File: src/rtl/asi_regbank.sv
`default_nettype none
// ============================================================================
// Module : asi_regbank
// Brief  : Register bank behind the user-side port of the AXI slave
//          interface. It holds ID, scratch, control, a 64-bit cycle counter,
//          sticky W1C event status, an unmapped-access error counter and
//          general RW registers. Read data returns after SLV_WS cycles.
// Rev    : 1.0  initial release
// ============================================================================
module asi_regbank #(
  parameter int                 AXI_DW     = 128,
  parameter int                 AXI_AW     = 40,
  parameter int                 AXI_WSTRBW = AXI_DW / 8,
  parameter int                 SLV_WS     = 2,
  parameter int                 REG_NUM    = 16,
  parameter logic [AXI_AW-1:0]  BASE_ADDR  = '0,
  parameter logic [31:0]        ID_VALUE   = 32'hA51_0001,
  parameter int                 EVT_W      = 8
) (
  input  logic                  usr_clk,
  input  logic                  usr_reset,
  input  logic [AXI_AW-1:0]     m_addr,
  input  logic [AXI_DW-1:0]     m_wdata,
  input  logic [AXI_WSTRBW-1:0] m_wstrb,
  input  logic                  m_we,
  input  logic                  m_re,
  output logic [AXI_DW-1:0]     m_rdata,
  input  logic [EVT_W-1:0]      evt,
  output logic [31:0]           ctrl_o,
  output logic                  irq
);

  localparam int OFF_W  = $clog2(AXI_DW / 8);
  localparam int IDX_W  = $clog2(REG_NUM);
  localparam int TAG_LO = OFF_W + IDX_W;
  localparam int GP_NUM = REG_NUM - 8;

  localparam logic [IDX_W-1:0] IDX_ID      = IDX_W'(0);
  localparam logic [IDX_W-1:0] IDX_SCRATCH = IDX_W'(1);
  localparam logic [IDX_W-1:0] IDX_CTRL    = IDX_W'(2);
  localparam logic [IDX_W-1:0] IDX_COUNTER = IDX_W'(3);
  localparam logic [IDX_W-1:0] IDX_STATUS  = IDX_W'(4);
  localparam logic [IDX_W-1:0] IDX_ERRCNT  = IDX_W'(5);

  // Architectural state
  logic [AXI_DW-1:0] scratch_q, scratch_d;
  logic [31:0]       ctrl_q,    ctrl_d;
  logic [63:0]       cnt_q,     cnt_d;
  logic [EVT_W-1:0]  status_q,  status_d;
  logic [15:0]       errcnt_q,  errcnt_d;
  logic [AXI_DW-1:0] gp_q [GP_NUM];
  logic [AXI_DW-1:0] gp_d [GP_NUM];
  logic              irq_q,     irq_d;

  // Decode
  logic [IDX_W-1:0]  idx;
  logic              hit;
  logic              wr_hit;
  logic [AXI_DW-1:0] bmask;
  logic [31:0]       ctrl_wr;
  logic              cnt_clr;
  logic [EVT_W-1:0]  status_clr;
  logic [AXI_DW-1:0] rd_mux;

  // Byte-offset bits select nothing inside a register
  logic unused_addr;
  assign unused_addr = ^m_addr[OFF_W-1:0];

  assign idx    = m_addr[OFF_W +: IDX_W];
  assign hit    = (m_addr[AXI_AW-1:TAG_LO] == BASE_ADDR[AXI_AW-1:TAG_LO]);
  assign wr_hit = m_we & hit;

  for (genvar i = 0; i < AXI_WSTRBW; i++) begin : g_bmask
    assign bmask[8*i +: 8] = {8{m_wstrb[i]}};
  end

  function automatic logic [AXI_DW-1:0] merge_bytes(input logic [AXI_DW-1:0] cur,
                                                    input logic [AXI_DW-1:0] wd,
                                                    input logic [AXI_DW-1:0] msk);
    return (cur & ~msk) | (wd & msk);
  endfunction

  // cnt_clr is never stored: a write with bit1 set zeroes the counter on the
  // same edge that commits the write, so COUNTER reads 0 in the next cycle.
  assign ctrl_wr    = (ctrl_q & ~bmask[31:0]) | (m_wdata[31:0] & bmask[31:0]);
  assign cnt_clr    = wr_hit && (idx == IDX_CTRL) && ctrl_wr[1];
  assign status_clr = (wr_hit && (idx == IDX_STATUS)) ? (m_wdata[EVT_W-1:0] & bmask[EVT_W-1:0])
                                                      : '0;

  // Next-state computation for every register
  always_comb begin
    scratch_d = scratch_q;
    ctrl_d    = ctrl_q;
    cnt_d     = cnt_q;
    errcnt_d  = errcnt_q;
    gp_d      = gp_q;

    if (wr_hit && (idx == IDX_SCRATCH)) scratch_d = merge_bytes(scratch_q, m_wdata, bmask);
    if (wr_hit && (idx == IDX_CTRL))    ctrl_d    = {ctrl_wr[31:2], 1'b0, ctrl_wr[0]};

    for (int g = 0; g < GP_NUM; g++) begin
      if (wr_hit && (idx == IDX_W'(g + 8))) gp_d[g] = merge_bytes(gp_q[g], m_wdata, bmask);
    end

    if (cnt_clr)        cnt_d = '0;
    else if (ctrl_q[0]) cnt_d = cnt_q + 64'd1;

    // Set beats clear when both hit the same bit
    status_d = (status_q & ~status_clr) | evt;

    // A simultaneous unmapped read and write count once
    if ((m_we | m_re) && !hit && (errcnt_q != 16'hFFFF)) errcnt_d = errcnt_q + 16'd1;

    irq_d = |(status_q & ctrl_q[8 +: EVT_W]);
  end

  // Register update with synchronous reset
  always_ff @(posedge usr_clk) begin
    if (usr_reset) begin
      scratch_q <= '0;
      ctrl_q    <= '0;
      cnt_q     <= '0;
      status_q  <= '0;
      errcnt_q  <= '0;
      irq_q     <= 1'b0;
      for (int g = 0; g < GP_NUM; g++) gp_q[g] <= '0;
    end else begin
      scratch_q <= scratch_d;
      ctrl_q    <= ctrl_d;
      cnt_q     <= cnt_d;
      status_q  <= status_d;
      errcnt_q  <= errcnt_d;
      irq_q     <= irq_d;
      gp_q      <= gp_d;
    end
  end

  // Read multiplexer over the current (pre-write) register state
  always_comb begin
    rd_mux = '0;
    if (hit) begin
      case (idx)
        IDX_ID:      rd_mux[31:0]      = ID_VALUE;
        IDX_SCRATCH: rd_mux            = scratch_q;
        IDX_CTRL:    rd_mux[31:0]      = ctrl_q;
        IDX_COUNTER: rd_mux[63:0]      = cnt_q;
        IDX_STATUS:  rd_mux[EVT_W-1:0] = status_q;
        IDX_ERRCNT:  rd_mux[15:0]      = errcnt_q;
        default:     ;
      endcase
      for (int g = 0; g < GP_NUM; g++) begin
        if (idx == IDX_W'(g + 8)) rd_mux = gp_q[g];
      end
    end
  end

  if (SLV_WS == 0) begin : g_rd_comb
    assign m_rdata = rd_mux;
  end else begin : g_rd_pipe
    logic [SLV_WS-1:0] vld_q;
    logic [AXI_DW-1:0] dat_q [SLV_WS];
    logic              unused_vld;

    assign unused_vld = vld_q[SLV_WS-1];

    // Latency pipeline: a stage loads only behind a valid read, so the last
    // stage holds its value when no read completes; reset flushes everything.
    always_ff @(posedge usr_clk) begin
      if (usr_reset) begin
        vld_q <= '0;
        for (int s = 0; s < SLV_WS; s++) dat_q[s] <= '0;
      end else begin
        vld_q[0] <= m_re;
        if (m_re) dat_q[0] <= rd_mux;
        for (int s = 1; s < SLV_WS; s++) begin
          vld_q[s] <= vld_q[s-1];
          if (vld_q[s-1]) dat_q[s] <= dat_q[s-1];
        end
      end
    end

    assign m_rdata = dat_q[SLV_WS-1];
  end

  assign ctrl_o = ctrl_q;
  assign irq    = irq_q;

endmodule
`default_nettype wire

File: config.mk
export PLATFORM = sky130hd
export DESIGN_NAME = asi_regbank
export DESIGN_NICKNAME = d
export VERILOG_FILES = /design/src/rtl/asi_regbank.sv
export SDC_FILE = /design/constraint.sdc
export NUM_CORES = 2
export LEC_CHECK = 0
export ABC_AREA = 1
export CORE_MARGIN = 5
export CORE_UTILIZATION = 50
export DETAILED_ROUTE_END_ITERATION = 16
export GPL_TIMING_DRIVEN = 0
export PLACE_DENSITY = 0.68
export SLEW_MARGIN = 20
export SYNTH_ARGS = -nofsm -noshare
export SYNTH_HDL_FRONTEND = slang
export SYNTH_SLANG_ARGS = --single-unit
File: constraint.sdc
create_clock -name usr_clk -period 7.7 [get_ports usr_clk]
set_input_delay 1.54 -clock usr_clk [delete_from_list [all_inputs] [get_ports usr_clk]]
set_output_delay 1.54 -clock usr_clk [all_outputs]
set_load 0.05 [all_outputs]
==> impl_metrics.env <==
export IMPL_outcome="finished, final reports clean"
export IMPL_die_h_um=376
export IMPL_period_minus_slack_ps=5210
export IMPL_critical_path_top_delay_family="simple AND/OR/NAND/NOR gates"
export IMPL_insertion_delay_ps=820
export IMPL_slew_headroom_pct=8.45
export IMPL_crit_buf_inv=3
export IMPL_crit_chain="clkdlybuf4s50_1 > nand2_1 > nor2_2 > inv_2 > nor2_4 > buf_2 > nand2_1 > nand2_1 > a21oi_1"
export IMPL_syn_inst=9088
export IMPL_drt_first_iter_violations=9231
export IMPL_cts_resized_gates=0
export IMPL_worstPathArrival_ps=5870
export IMPL_ant_nets=0
export IMPL_drv_cap=0
export IMPL_core_um2=133000
export IMPL_grt_util_all_layers_pct=36.7
export IMPL_grt_pass1_vias=61600
export IMPL_synth_area_per_cell_um2=7.37
export IMPL_endpoint_kind="register"
export IMPL_start_util_pct=50.3
export IMPL_grt_pass1_wl_mm=395
export IMPL_cts_setup_buffers=0
export IMPL_cts_tree="done"
export IMPL_max_freq_mhz=192
export IMPL_drive_gt1_share_pct=6.79
export IMPL_clock_path_buffers=3
export IMPL_ios=357
export IMPL_p_total_mw=17.6
export IMPL_yosysTopAreaCellShare_pct=38.0
export IMPL_power_density_nw_per_um2=227
export IMPL_die_area_um2=141000
export IMPL_start_kind="input pin"
export IMPL_io_buffers=214
export IMPL_first_pass_iters=6
export IMPL_tns_ps=0
export IMPL_fin_worst_skew_ps=42.0
export IMPL_wirelength_mm=271
export IMPL_die_x_um=376
export IMPL_wl_per_cell_um=23.8
export IMPL_ys_warn_count=0
export IMPL_via_per_inst=5.94
export IMPL_syn_nets=9286
export IMPL_rsz0062_at_grt="false"
export IMPL_leakage_nw=26.5
export IMPL_crit_fanout=10
export IMPL_maxSlewViolCount=0
export IMPL_clockRootBuffer="clkbuf_16"
export IMPL_required_ps=8360
export IMPL_clkTransAtPathRegs_ps=60
export IMPL_timing_hold_ws_ps=456
export IMPL_area_delta_synth_final_pct=16.0
export IMPL_place_congestion=0.994
export IMPL_setup_viol=0
export IMPL_cts_hold_buf=0
export IMPL_synth_seq_cells=1529
export IMPL_antenna_found_initial=17
export IMPL_peakVddDrop_mv=0.201
export IMPL_vias=67800
export IMPL_path_class="in -> reg"
export IMPL_ys_top_cells_by_area="dfxtp_1 38%, nand2_1 14%, edfxtp_1 11%"
export IMPL_worst_path_max_delay_cell="buf_2"
export IMPL_overflow=0
export IMPL_cts_sinks=1529
export IMPL_ys_seq_area_share_pct=49.5
export IMPL_hold_violations=0
export IMPL_drc=0
export IMPL_fin_nets=9691
export IMPL_synth_cell_types=34
export IMPL_syn_area_um2=67000
export IMPL_cpPeakStageDelay_ps=810
export IMPL_row_count=134
export IMPL_crit_top_cell="nand2_1"
export IMPL_cts_htree_levels=4
export IMPL_grt_start_max_net_pins=53
export IMPL_dp_hpwl_mm=198
export IMPL_synth_top_area_cell="dfxtp_1"
export IMPL_cts_buffers=163
export IMPL_timing_final_crit_share_pct=67.6
export IMPL_worst_pin_slew_ps=1370
export IMPL_min_path_type="reg -> reg"
-- logic make-up (layout without fill, tap and decap cells) --
family | count (synthesis) | count (layout) | share of synthesized area, %
and+or+nand+nor | 4640 | 4640 | 29.6
AOI/OAI and AO/OA | 1639 | 1639 | 12.3
DFF | 1529 | 1529 | 49.5
buffers and inverters | 1227 | 1768 | 7.91
xor gates and xnor gates | 50 | 50 | 0.654
adders and majority gates | 2 | 2 | 0.0374
other | 1 | 20 | 0.00560
-- tightest hold or removal path, stage by stage (launching register included) --
cell	delay (ps)
dfxtp_1	300
nand2_1	60
a21oi_1	50
-- layer usage --
layer / vias up / part of all wire (%) / track usage (%) / routed length (um)
met5: - / 0.0044 / 0 / 12
met4: 2 / 6.3 / 20.2 / 17000
met3: 754 / 11 / 8.88 / 30500
met2: 4016 / 43 / 55.1 / 116000
met1: 32100 / 40 / 48.9 / 108000
li1: 31000 / - / - / -
-- final cells by class --
class	count	area [um2]
Fill cell	12500	55600
Timing Repair Buffer	240	2760
Multi-Input combinational cell	6332	28600
Clock buffer	232	4820
Buffer	863	3980
Tap cell	1768	2210
Sequential cell	1529	33200
Antenna cell	19	47.5
Inverter	364	1370
Clock inverter	69	787
-- worst paths after layout --
path / to / start / slack, ps / cells past startpoint
hold / removal: register / register / 460 / 2
setup reg to reg: g_rd_pipe.dat_q[0][59] / g_rd_pipe.vld_q[0] / 4160 / 8
hold reg to reg: register / register / 460 / 2
setup / recovery: register / m_addr[5] / 2490 / 9
-- power breakdown --
| group | total [mW] | internal, mW | switching [mW] |
|---|---|---|---|
| Clock | 8.28 | 4.84 | 3.45 |
| Combinational | 1.14 | 0.258 | 0.883 |
| Sequential | 8.22 | 8.19 | 0.0248 |
-- cell usage in the layout, fill, tap and decap left out, types with 36 or more instances in the layout --
cell                n
nand2_1          2434
a21oi_1          1498
nand3_1          1379
dfxtp_1          1273
nor2_1            551
clkbuf_1          550
inv_1             356
edfxtp_1          256
clkdlybuf4s50_1   214
nand4_1           173
clkbuf_16         170
buf_2             142
buf_4             138
o21ai_0           135
nor3_1             45
clkbuf_2           36
-- stage by stage --
step                util (%)  instances  cell area (um2)  worst slack, ps
finish                  58.3      11400            77700             2490
global route            58.3      11400            77700             2730
CTS                     58.3      11400            77600             2850
detailed placement      54.1      11100            72000             2030
global placement        53.5      11100            71300             -649
floorplan                  -       9088            67000             2920
-- cells in the mapped netlist, drive strengths merged --
library cell	n
nor2	566
nor3	46
dfxtp	1273
nand3	1379
a21oi	1498
nor3b	2
a221oi	2
conb	1
or2	17
xor2	33
and2	1
o21ai	136
o211ai	1
clkbuf	558
a22o	2
ha	2
edfxtp	256
nand2	2436
buf	305
nor4	2
and3	15
nand4	173
inv	364
xnor2	17
nand3b	3
(Power assumes the default switching activity.)
